$ cat config.mk
export PLATFORM = sky130hd
export DESIGN_NAME = bus_decode_flat
export DESIGN_NICKNAME = d
export VERILOG_FILES = /design/src/rtl/bus_decode_pkg.sv /design/src/rtl/bus_decode_if.sv /design/src/rtl/bus_decode_watchdog.sv /design/src/rtl/bus_decode.sv /design/src/flat_wrapper.sv
export SDC_FILE = /design/constraint.sdc
export NUM_CORES = 1
export LEC_CHECK = 0
export BUFFER_PORTS_ARGS = -buffer_cell sky130_fd_sc_hd__clkbuf_2
export CORE_MARGIN = 4
export CORE_UTILIZATION = 45
export DETAILED_ROUTE_END_ITERATION = 8
export PLACE_DENSITY = 0.75
export REMOVE_ABC_BUFFERS = 1
export SLEW_MARGIN = 20
export SYNTH_ARGS = -nofsm -noshare
export SYNTH_HDL_FRONTEND = slang
export SYNTH_HIERARCHICAL = 1
export SYNTH_SLANG_ARGS = --single-unit
$ cat constraint.sdc
create_clock -name CLK -period 4.1 [get_ports CLK]
set_clock_uncertainty 0.2 [all_clocks]
set_input_delay 0.205 -clock CLK [delete_from_list [all_inputs] [get_ports CLK]]
set_output_delay 0.205 -clock CLK [all_outputs]
set_load 0.02 [all_outputs]
$ cat src/rtl/bus_decode_pkg.sv
// Address map, FSM states and decode helper shared by the 68030 bus decoder.
package pg68k_bus_pkg;

   localparam logic [31:0] ROM_BASE_DEF   = 32'hF000_0000;
   localparam logic [31:0] IO_BASE_DEF    = 32'hF010_0000;
   localparam int unsigned WIN_SHIFT      = 20;  // 1 MB windows
   localparam int unsigned RAM_UNIT_SHIFT = 24;  // 16 MB RAM units
   localparam logic [2:0]  FC_CPU_SPACE   = 3'b111;
   localparam logic [4:0]  RAMTOP_MAX     = 5'd16;

   typedef enum logic [2:0] {
      ST_WAITNEG,
      ST_IDLE,
      ST_ACTIVE,
      ST_TERM,
      ST_TIMEOUT
   } bus_state_e;

   typedef enum logic [1:0] {
      SEL_NONE,
      SEL_RAM,
      SEL_ROM,
      SEL_IO
   } sel_e;

   typedef struct packed {
      sel_e sel;
      logic native_rom;
   } decode_t;

   function automatic decode_t decode(
      input logic [2:0]  fc,
      input logic        rnw,
      input logic [31:0] addr,
      input logic [4:0]  ramtop,
      input logic        overlay,
      input logic [31:0] rom_base,
      input logic [31:0] io_base
   );
      decode_t    d;
      logic [4:0] top;
      top          = (ramtop > RAMTOP_MAX) ? RAMTOP_MAX : ramtop;
      d.sel        = SEL_NONE;
      d.native_rom = 1'b0;
      if (fc == FC_CPU_SPACE) begin
         d.sel = SEL_NONE;
      end else if (overlay && rnw && (addr[31:WIN_SHIFT] == '0)) begin
         d.sel = SEL_ROM;
      end else if ((addr[31:RAM_UNIT_SHIFT+4] == '0) &&
                   ({1'b0, addr[RAM_UNIT_SHIFT+3:RAM_UNIT_SHIFT]} < top)) begin
         d.sel = SEL_RAM;
      end else if (addr[31:WIN_SHIFT] == rom_base[31:WIN_SHIFT]) begin
         d.sel        = SEL_ROM;
         d.native_rom = 1'b1;
      end else if (addr[31:WIN_SHIFT] == io_base[31:WIN_SHIFT]) begin
         d.sel = SEL_IO;
      end
      return d;
   endfunction

endpackage

$ cat src/rtl/bus_decode_if.sv
// CPU-side bus signals seen by the address decoder and its selects.
interface bus_decode_if;
   logic        cpu_nAS;
   logic        RnW;
   logic [2:0]  FC;
   logic [31:0] ADDR;
   logic [4:0]  RAMTOP;
   logic        TERM_ANY;
   logic        nRAMSEL;
   logic        nROMSEL;
   logic        nIOSEL;
   logic        BERR;
   logic        OVERLAY;

   modport master (
      output cpu_nAS, RnW, FC, ADDR, RAMTOP, TERM_ANY,
      input  nRAMSEL, nROMSEL, nIOSEL, BERR, OVERLAY
   );

   modport slave (
      input  cpu_nAS, RnW, FC, ADDR, RAMTOP, TERM_ANY,
      output nRAMSEL, nROMSEL, nIOSEL, BERR, OVERLAY
   );
endinterface

$ cat src/rtl/bus_decode_watchdog.sv
// Bus watchdog: synchronises the termination OR and counts cycles without termination.
module bus_watchdog #(
   parameter int unsigned TIMEOUT_CYCLES = 256,
   parameter int unsigned CNT_W          = 9
) (
   input  logic clk_i,
   input  logic rst_i,
   input  logic term_async_i,
   input  logic start_i,
   input  logic active_i,
   output logic term_s_o,
   output logic timeout_o
);

   logic             term_meta_q;
   logic             term_s_q;
   logic [CNT_W-1:0] cnt_q;
   logic [CNT_W-1:0] cnt_d;

   always_comb begin
      cnt_d = cnt_q;
      if (start_i) begin
         cnt_d = '0;
      end else if (active_i && (cnt_q != '1)) begin
         cnt_d = cnt_q + CNT_W'(1);
      end
   end

   always_ff @(posedge clk_i) begin
      if (rst_i) begin
         term_meta_q <= 1'b0;
         term_s_q    <= 1'b0;
         cnt_q       <= '0;
      end else begin
         term_meta_q <= term_async_i;
         term_s_q    <= term_meta_q;
         cnt_q       <= cnt_d;
      end
   end

   assign term_s_o  = term_s_q;
   assign timeout_o = active_i && (cnt_q == CNT_W'(TIMEOUT_CYCLES - 1));

endmodule

$ cat src/rtl/bus_decode.sv
// 68030 address decoder and bus-cycle supervisor: RAM/ROM/IO selects, boot overlay, BERR watchdog.
module bus_decode
   import pg68k_bus_pkg::*;
#(
   parameter int unsigned TIMEOUT_CYCLES = 256,
   parameter logic [31:0] ROM_BASE       = ROM_BASE_DEF,
   parameter logic [31:0] IO_BASE        = IO_BASE_DEF,
   parameter int unsigned CNT_W          = 9
) (
   input  logic         CLK,
   input  logic         RST,
   bus_decode_if.slave  bus
);

   logic       as_meta_q;
   logic       as_s_q;
   logic [1:0] sync_vld_q;
   bus_state_e state_q, state_d;
   sel_e       sel_q, sel_d;
   logic       berr_q, berr_d;
   logic       overlay_q, overlay_d;
   logic       rom_win_q, rom_win_d;
   logic       wd_start;
   logic       wd_active;
   logic       term_s;
   logic       timeout;
   decode_t    dec;

   bus_watchdog #(
      .TIMEOUT_CYCLES (TIMEOUT_CYCLES),
      .CNT_W          (CNT_W)
   ) u_watchdog (
      .clk_i        (CLK),
      .rst_i        (RST),
      .term_async_i (bus.TERM_ANY),
      .start_i      (wd_start),
      .active_i     (wd_active),
      .term_s_o     (term_s),
      .timeout_o    (timeout)
   );

   assign wd_active = (state_q == ST_ACTIVE) || (state_q == ST_TIMEOUT);
   assign dec = decode(bus.FC, bus.RnW, bus.ADDR, bus.RAMTOP, overlay_q, ROM_BASE, IO_BASE);

   always_comb begin
      state_d   = state_q;
      sel_d     = sel_q;
      berr_d    = berr_q;
      overlay_d = overlay_q;
      rom_win_d = rom_win_q;
      wd_start  = 1'b0;
      unique case (state_q)
         // The sync flops reset to "negated", so AS_s is only trusted once both
         // stages hold a real sample; otherwise an in-flight cycle would be decoded.
         ST_WAITNEG: begin
            if (sync_vld_q[1] && !as_s_q) state_d = ST_IDLE;
         end
         ST_IDLE: begin
            if (as_s_q) begin
               sel_d     = dec.sel;
               rom_win_d = dec.native_rom;
               wd_start  = 1'b1;
               state_d   = ST_ACTIVE;
            end
         end
         ST_ACTIVE, ST_TERM, ST_TIMEOUT: begin
            if (!as_s_q) begin
               state_d   = ST_IDLE;
               sel_d     = SEL_NONE;
               berr_d    = 1'b0;
               rom_win_d = 1'b0;
               if (rom_win_q) overlay_d = 1'b0;
            end else if (state_q == ST_ACTIVE) begin
               if (term_s) begin
                  state_d = ST_TERM;
               end else if (timeout) begin
                  berr_d  = 1'b1;
                  state_d = ST_TIMEOUT;
               end
            end
         end
         default: state_d = ST_WAITNEG;
      endcase
   end

   always_ff @(posedge CLK) begin
      if (RST) begin
         as_meta_q  <= 1'b0;
         as_s_q     <= 1'b0;
         sync_vld_q <= '0;
         state_q    <= ST_WAITNEG;
         sel_q      <= SEL_NONE;
         berr_q     <= 1'b0;
         overlay_q  <= 1'b1;
         rom_win_q  <= 1'b0;
      end else begin
         as_meta_q  <= ~bus.cpu_nAS;
         as_s_q     <= as_meta_q;
         sync_vld_q <= {sync_vld_q[0], 1'b1};
         state_q    <= state_d;
         sel_q      <= sel_d;
         berr_q     <= berr_d;
         overlay_q  <= overlay_d;
         rom_win_q  <= rom_win_d;
      end
   end

   assign bus.nRAMSEL = (sel_q != SEL_RAM);
   assign bus.nROMSEL = (sel_q != SEL_ROM);
   assign bus.nIOSEL  = (sel_q != SEL_IO);
   assign bus.BERR    = berr_q;
   assign bus.OVERLAY = overlay_q;

endmodule

$ cat src/flat_wrapper.sv
// flat-port wrapper written by rule: the top's interface ports become plain ports
module bus_decode_flat import pg68k_bus_pkg::*;
#(
   parameter int unsigned TIMEOUT_CYCLES = 256,
   parameter logic [31:0] ROM_BASE       = ROM_BASE_DEF,
   parameter logic [31:0] IO_BASE        = IO_BASE_DEF,
   parameter int unsigned CNT_W          = 9
)
  (CLK, RST, bus_cpu_nAS, bus_RnW, bus_FC, bus_ADDR, bus_RAMTOP, bus_TERM_ANY, bus_nRAMSEL, bus_nROMSEL, bus_nIOSEL, bus_BERR, bus_OVERLAY);
  bus_decode_if bus_i ();
  input  logic CLK;
  input  logic RST;
  input wire logic [$bits(bus_i.cpu_nAS)-1:0] bus_cpu_nAS;
  input wire logic [$bits(bus_i.RnW)-1:0] bus_RnW;
  input wire logic [$bits(bus_i.FC)-1:0] bus_FC;
  input wire logic [$bits(bus_i.ADDR)-1:0] bus_ADDR;
  input wire logic [$bits(bus_i.RAMTOP)-1:0] bus_RAMTOP;
  input wire logic [$bits(bus_i.TERM_ANY)-1:0] bus_TERM_ANY;
  output wire logic [$bits(bus_i.nRAMSEL)-1:0] bus_nRAMSEL;
  output wire logic [$bits(bus_i.nROMSEL)-1:0] bus_nROMSEL;
  output wire logic [$bits(bus_i.nIOSEL)-1:0] bus_nIOSEL;
  output wire logic [$bits(bus_i.BERR)-1:0] bus_BERR;
  output wire logic [$bits(bus_i.OVERLAY)-1:0] bus_OVERLAY;
  assign bus_i.cpu_nAS = bus_cpu_nAS;
  assign bus_i.RnW = bus_RnW;
  assign bus_i.FC = bus_FC;
  assign bus_i.ADDR = bus_ADDR;
  assign bus_i.RAMTOP = bus_RAMTOP;
  assign bus_i.TERM_ANY = bus_TERM_ANY;
  assign bus_nRAMSEL = bus_i.nRAMSEL;
  assign bus_nROMSEL = bus_i.nROMSEL;
  assign bus_nIOSEL = bus_i.nIOSEL;
  assign bus_BERR = bus_i.BERR;
  assign bus_OVERLAY = bus_i.OVERLAY;
  bus_decode #(.TIMEOUT_CYCLES(TIMEOUT_CYCLES), .ROM_BASE(ROM_BASE), .IO_BASE(IO_BASE), .CNT_W(CNT_W)) u_core (.CLK(CLK), .RST(RST), .bus(bus_i));
endmodule
==> summary.md, run 1 <==
| Metric | Value |
|---|---|
| Initial DRC Count | 60 |
| Post-synth ARST share | 0% |
| Die Wd | 60.8 um |
| Post-route DRC | 0 |
| Worst-path fanout max | 10 |
| Layout cells sized above 1 | 24.3% |
| Die H | 60.8 um |
| Row cnt | 18 |
| GP Congestion | 0.819 |
| CP endpoint kind | flop |
| Post-synth EDFFs | 0 |
| Core box area | 0.00257 mm2 |
| Drt wl/cell | 12.2 um |
| Main synth FF type | dfxtp_1 |
| Initial antenna violation count | 0 |
| # IOs | 50 |
| # setup viols final | 0 |
| YS warnings | 6 |
| Via count | 1,114 |
| Longest Clk Path Bufs | 2 |
| CTS tree | built |
| ANT nets after route | 0 |
| Post-route cell area | 0.00147 mm2 |
| Clk_lat worst skew | 0.32 ns |
| Worst Hold Margin | 0.115 ns |
| Count of cell types in the netlist | 44 |
| # diodes | 0 |
| CP delay by family, top | simple AND/OR/NAND/NOR gates |
| Hold Crit Class | in -> reg |
| Final Util | 57.4% |
| #FFs+latches synth | 23 |
| Max Fclk | 444 MHz |
| Vias in the first global route | 1,108 |
| Clock sink count | 23 |
| Cell Area, Synth | 0.00125 mm2 |
| Max-Cap Viols | 0 |
| Cells after synthesis | 142 |
| Largest net degree at the start of global routing | 15 |
| Clk root buf | clkbuf_4 |
| Gr usage total | 15.5% |
| Clk slew on worst S/H paths | 0.14 ns |
| CP max stage cell | or4_1 |
| Net count, final | 225 |
| Setup TNS Final | 0 ns |
| Leak | 0.000573 uW |
| Hold Vio Cnt, Final | 0 |
| Initial core utilization | 48.8% |
| Crit share post-route | 54.9% |
| Total Power | 389 uW |
| Slew Viols, Final | 0 |
| Final wirelength | 2480 um |
| Register area share after synthesis | 36.8% |
| Worst VDD drop | 278 uV |
| WP data arrival | 2.30 ns |
| Worst Setup Path Type | reg -> reg |
| Vias/cell | 5.49 |
| Fill count | 244 |
| Post-DP Area | 0.00140 mm2 |
| Max H-tree Level | 1 |
| Slew @ Worst Pin | 0.357 ns |
| Worst path required time | 4.15 ns |
| Post-synthesis compound-gate area fraction | 16.9% |
| First drt pass iteration count | 4 |
| Area added between synthesis and finish | 17.6% |
| Post-cts sizing count | 0 |
| Syn_area_per_cell | 8.82 um2 |
| Buf/Inv on CP | 0 |
| Startpoint class of the critical path | flop |
| Global-route wire length before repair | 4350 um |
| GRT overflow | 0 |
| Largest family of logic cells by synthesized area | simple AND/OR/NAND/NOR gates |
| Status | complete, no violations |
| Multiplexer share of the synthesized area | 0.799% |
| CTS Buf Count | 3 |
| Synth Area in Adders | 5.99% |
| Tmin final | 2.25 ns |
| RSZ-0062 raised after global routing | false |
| Sequential Area | 460 um2 |
| Simple-gate portion of the synthesized area | 33.8% |
| Footprint of the multi-input gates | 737 um2 |
| PD cells | 264 mW/mm2 |
| # port buffers | 29 |
| Worst slew margin | 76.2% |
| CP max stage delay | 0.56 ns |
| DP HPWL | 1920 um |
| Crit-path cells | nand2b_1 -> a21oi_1 -> nand2b_1 -> or4_1 -> a21oi_1 |
| Post-synthesis xor/xnor area fraction | 1.40% |
| Total die area | 0.00369 mm2 |
## placed cells by master (no fill, tap or decap), drive strengths merged
cell type     n
mux2i         1
o21ai         5
nand4bb       1
nor2          8
dlygate4sd3   4
o41ai         1
o2bb2ai       1
and2          2
nand2b       10
or4           3
a21o          1
nand4b        2
clkbuf       32
nor3          6
o21a          1
a22o          1
nand2         7
inv           6
o22ai         3
clkinvlp      1
and3b         1
o31ai         3
nor4          1
nand3b        1
a31oi         1
nor3b         2
dfxtp        23
or3           4
ha            6
a211oi        3
and3          1
nand3         4
a2bb2oi       1
nand4         3
xor2          2
or2           3
nor2b         6
a21oi        12
## path summary, 6_finish.rpt
kind	start	to	slack [ns]	cells after the start
setup / recovery	u_core/state_q[1]$_SDFFE_PP0P_	u_core/u_watchdog/cnt_q[7]$_SDFFE_PP0P_	1.85	5
hold / removal	bus_ADDR[23]	u_core/rom_win_q$_SDFFE_PP0P_	0.11	5
setup reg to reg	u_core/state_q[1]$_SDFFE_PP0P_	u_core/u_watchdog/cnt_q[7]$_SDFFE_PP0P_	1.85	5
hold reg to reg	u_core/sync_vld_q[0]$_DFF_P_	u_core/sync_vld_q[1]$_SDFF_PP0_	0.26	1
## sequential cells by signal (all words and copies together), names as in the netlist
register,cells
u_core/bus.OVERLAY,1
u_core/rom_win_q,1
u_core/u_watchdog/cnt_q,9
u_core/sync_vld_q,2
u_core/bus.BERR,1
u_core/as_meta_q,1
u_core/u_watchdog/term_meta_q,1
u_core/as_s_q,1
u_core/u_watchdog/term_s_o,1
u_core/state_q,3
u_core/sel_q,2
## timing repair
| item | in CTS | in global routing |
|---|---|---|
| hold buffers | 4 | 0 |
| buffers inserted | 0 | 0 |
| setup endpoints to repair | 0 | 0 |
| endpoints found under the hold margin | 4 | 0 |
## kinds of logic after synthesis
kind of cell / count (synthesis)
and+or+nand+nor: 65
AOI/OAI and AO/OA: 33
DFF: 23
buffers and inverters: 12
adders and majority gates: 6
xor gates and xnor gates: 2
muxes: 1
## cells in the mapped netlist (3+ instances only)
cell type	count	area (um2)
nand3_1	4	20.0
nand4_1	3	18.8
inv_1	6	22.5
clkbuf_1	3	11.3
nand2b_1	10	62.6
dfxtp_1	23	460
nand2_1	7	26.3
o31ai_1	3	22.5
a211oi_1	3	22.5
nor3_1	5	25.0
o21ai_0	5	25.0
nor2_1	8	30.0
nor2b_1	6	37.5
ha_1	6	75.1
a21oi_1	12	60.1
## layout make-up
cell class | instances | area share [%]
Timing Repair Buffer | 33 | 12.6
Inverter | 6 | 1.53
Clock inverter | 1 | 0.510
Tap cell | 30 | 2.55
Multi-Input combinational cell | 107 | 50.0
Clock buffer | 3 | 1.53
Sequential cell | 23 | 31.3
## stage by stage
stage | setup WS, ns | std cells
after detailed placement | 1.91 | 195
after global routing | 1.67 | 203
after CTS | 1.87 | 203
after global placement | 1.98 | 195
after floorplan | 2.09 | 136
final | 1.85 | 203
## report_power, final
group,internal (uW),switching (uW)
Sequential,228,4.98
Clock,37.2,71.4
Combinational,25.2,22.0
## tightest hold or removal path, stage by stage
cell,delay (ns)
clkbuf_2,0.08
or3_4,0.12
nor3_2,0.05
nand4_1,0.08
o41ai_1,0.07
## layer usage
layer / up-vias / wire length [um] / track usage [%]
met2: 35 / 1140 / 25.5
li1: 572 / - / -
met3: 4 / 147 / 3.40
met5: - / 0 / 0
met4: 0 / 41 / 8.67
met1: 503 / 1140 / 18.7
No activity file was read; power rests on OpenSTA's default activity.
==> run 2, diff against run 1 <==
ABC_AREA = 1   (was not set)
PLACE_DENSITY = 0.74   (was 0.75)
clock period = 2.07 ns   (was 4.1 ns; I/O delays follow)
==> run 2 against run 1 <==
Clock power rose by 110%. Register-to-register slack got worse by 1.7 ns. Die area rose by 7.1%. Critical endpoint is now u_core/sel_q[0]$_SDFFE_PP0P_. Worst setup slack got worse by 1.7 ns. Area after synthesis rose by 8.2%. Combinational power rose to 8.4 times the previous value. Critical path depth rose by 4. Via count rose by 25%. Fmax rose by 15%. Wire length rose by 18%. Sequential power rose by 130%.
==> summary.md, run 2 <==
| Metric | Value |
|---|---|
| Slew @ Worst Pin | 0.334 ns (-0.0226 ns) |
| Worst slew margin | 77.7% (+1.5 points) |
| Drt wl/cell | 10.1 um (-17%) |
| Yosys top cell area share | 34.0% (-2.8 points) |
| Max-Cap Viols | 0 (unchanged) |
| First drt pass iteration count | 4 (unchanged) |
| Initial DRC Count | 60 (unchanged) |
| Clk root buf | clkbuf_4 |
| Gr usage total | 15.6% (+0.082 points) |
| R2r worst-path depth | 9 (+4) |
| Longest Clk Path Bufs | 2 (unchanged) |
| # port buffers | 29 (unchanged) |
| Register area share after synthesis | 34.0% (-2.8 points) |
| Worst Hold Margin | 0.0206 ns (-0.0941 ns) |
| Worst-path fanout max | 4 (-6) |
| Initial core utilization | 48.3% (-0.48 points) |
| Layout cells sized above 1 | 24.4% (+0.14 points) |
| YS warnings | 6 (unchanged) |
| Die H | 62.9 um (+3.5%) |
| Leak | 0.000839 uW (+46%) |
| Total die area | 0.00395 mm2 (+7.1%) |
| Clock sink count | 23 (unchanged) |
| Row cnt | 19 (+1) |
| Worst path required time | 2.15 ns (-2.00 ns) |
| Worst flop-to-flop path endpoint | u_core/sel_q[0]$_SDFFE_PP0P_ |
| Worst VDD drop | 498 uV (+79%) |
| Commonest non-fill, non-tap cell in the layout | nand2_1 |
| Post-route DRC | 0 (unchanged) |
| Slew Viols, Final | 0 (unchanged) |
| Count of cell types in the netlist | 25 (-43%) |
| # IOs | 50 (unchanged) |
| # setup viols final | 0 (unchanged) |
| Cell Area, Synth | 0.00136 mm2 (+8.2%) |
| Tmin final | 1.96 ns (-0.289 ns) |
| Syn_area_per_cell | 6.33 um2 (-28%) |
| Clk slew on worst S/H paths | 0.14 ns (about the same) |
| CP endpoint kind | flop |
| Post-route setup slack | 0.109 ns (-1.74 ns) |
| Crit share post-route | 94.7% (+40 points) |
| Biggest regs | u_core/u_watchdog/cnt_q (9), u_core/state_q (3) |
| Hold Vio Cnt, Final | 0 (unchanged) |
| #FFs+latches synth | 23 (unchanged) |
| Main synth FF type | dfxtp_1 |
| CTS tree | built |
| Via count | 1,392 (+25%) |
| Worst hold path endpoint | u_core/rom_win_q$_SDFFE_PP0P_ |
| Most common cell in the synthesized netlist | nand2_1 |
| GP Congestion | 0.812 (-0.84%) |
| Reg2reg setup slack | 0.11 ns (-1.74 ns) |
| Setup WS pre-CTS | -0.0479 ns (-1.96 ns) |
| Max Fclk | 510 MHz (+15%) |
| Worst Setup Path Type | reg -> reg |
| Vias in the first global route | 1,248 (+13%) |
| Area added between synthesis and finish | 28.1% |
| Core box area | 0.00281 mm2 (+9.3%) |
| Synth area leader | dfxtp_1 |
| Startpoint class of the critical path | flop |
| Net count, final | 310 (+38%) |
| Hold Startpoint | bus_ADDR[21] |
| Hold Crit Class | in -> reg |
| Post-synth ARST share | 0% (unchanged) |
| Final wirelength | 2930 um (+18%) |
| Cells after synthesis | 214 (+51%) |
| Largest net degree at the start of global routing | 15 (unchanged) |
| Max H-tree Level | 1 (unchanged) |
| PD cells | 671 mW/mm2 (+150%) |
| ANT nets after route | 0 (unchanged) |
| DP HPWL | 2150 um (+12%) |
| Post-synth EDFFs | 0 (unchanged) |
| # diodes | 0 (unchanged) |
| GRT overflow | 0 (unchanged) |
| Initial antenna violation count | 0 (unchanged) |
| Commonest non-fill, non-tap cells in the layout | nand2_1 (59), nor2_1 (36), clkbuf_2 (29) |
| Clk_lat worst skew | 0.32 ns (about the same) |
| Most instantiated cells after synthesis | nand2_1 (59), nor2_1 (37), inv_1 (28), dfxtp_1 (23), nand3_1 (15) |
| Die Wd | 62.9 um (+3.5%) |
| Vias/cell | 4.82 (-12%) |
| Worst r2r src | u_core/state_q[0]$_SDFFE_PP0P_ |
| Total Power | 1160 uW (+200%) |
| WP data arrival | 2.04 ns (-0.26 ns) |
| Hold Path Depth | 6 (+1) |
| Status | complete, no violations |
| Global-route wire length before repair | 5090 um (+17%) |
| Max reg flops | 9 (unchanged) |
| Area contributors post-synth | dfxtp_1 (34%), nand2_1 (16%), nor2_1 (10%), inv_1 (7.8%), ha_1 (5.5%) |
| CTS Buf Count | 3 (unchanged) |
| Biggest register | u_core/u_watchdog/cnt_q |
[run 2: report_power, final]
part | leakage (uW) | total, uW | internal [uW] | switching (uW)
registers | 0.000190 | 546 | 496 | 50.7
clock network | 0.0000139 | 224 | 73.9 | 150
logic | 0.000636 | 395 | 167 | 228
[run 2: what timing repair did]
| action | in CTS | in global routing |
|---|---|---|
| hold endpoints to repair | 10 | 0 |
| setup endpoints to repair | 3 | 12 |
| buffers inserted | 0 | 1 |
| pin swaps | 0 | 5 |
| hold buffers | 10 | 0 |
| resized for setup | 1 | 14 |
[run 2: kinds of logic after synthesis]
group | Yosys count | synth area share [%]
buf+inv | 34 | 9.42
compound gates | 17 | 7.29
fa+ha+maj | 6 | 5.54
simple gates | 134 | 43.8
flops | 23 | 34.0
[run 2: per-layer routing]
metal,routed length [um],vias to the layer above,global-route usage [%]
li1,-,760,-
met1,1370,602,18.7
met2,1350,23,25.8
met3,144,7,5.22
met4,60,0,5.23
met5,0,-,0
[run 2: cell type report]
class                           count  area (um2)
Sequential cell                    23         468
Timing Repair Buffer               41         260
Clock inverter                      1        7.51
Inverter                           33         124
Fill cell                         281        1070
Tap cell                           31        38.8
Clock buffer                        3        22.5
Multi-Input combinational cell    157         815
[run 2: stage by stage]
step	util [%]	instances	setup TNS (ns)	area (um2)
finish	61.9	289	0	1740
global route	61.9	289	-0.0172	1740
CTS	59.8	288	0	1680
detailed placement	55.0	274	-0.0680	1540
global placement	55.0	274	0	1540
floorplan	-	213	0	1350
[run 2: worst max-delay path: stages (launching register included)]
cell and delay, ns:
dfxtp_1 0.37, inv_1 0.11, nor3_4 0.18, nand2_2 0.11, nor2_2 0.13, nand2_1 0.06
clkinv_1 0.04, nand2_1 0.05, a21oi_2 0.11, dlygate4sd3_1 0.56
[run 2: worst max path at each step]
stage / start / endpoint / slack (ns) / depth (start not counted)
2_1_floorplan: u_core/u_watchdog/cnt_q[0]$_SDFFE_PP0P_ / u_core/bus.BERR$_SDFFE_PP0P_ / 0.24 / 10
3_3_place_gp: u_core/u_watchdog/cnt_q[1]$_SDFFE_PP0P_ / u_core/bus.BERR$_SDFFE_PP0P_ / 0.05 / 10
3_5_place_dp: u_core/u_watchdog/cnt_q[1]$_SDFFE_PP0P_ / u_core/bus.BERR$_SDFFE_PP0P_ / -0.05 / 10
4_1_cts: u_core/u_watchdog/cnt_q[1]$_SDFFE_PP0P_ / u_core/bus.BERR$_SDFFE_PP0P_ / 0.02 / 10
5_1_grt: u_core/u_watchdog/cnt_q[1]$_SDFFE_PP0P_ / u_core/state_q[0]$_SDFFE_PP0P_ / -0.02 / 14
6_report: u_core/state_q[0]$_SDFFE_PP0P_ / u_core/sel_q[0]$_SDFFE_PP0P_ / 0.11 / 9
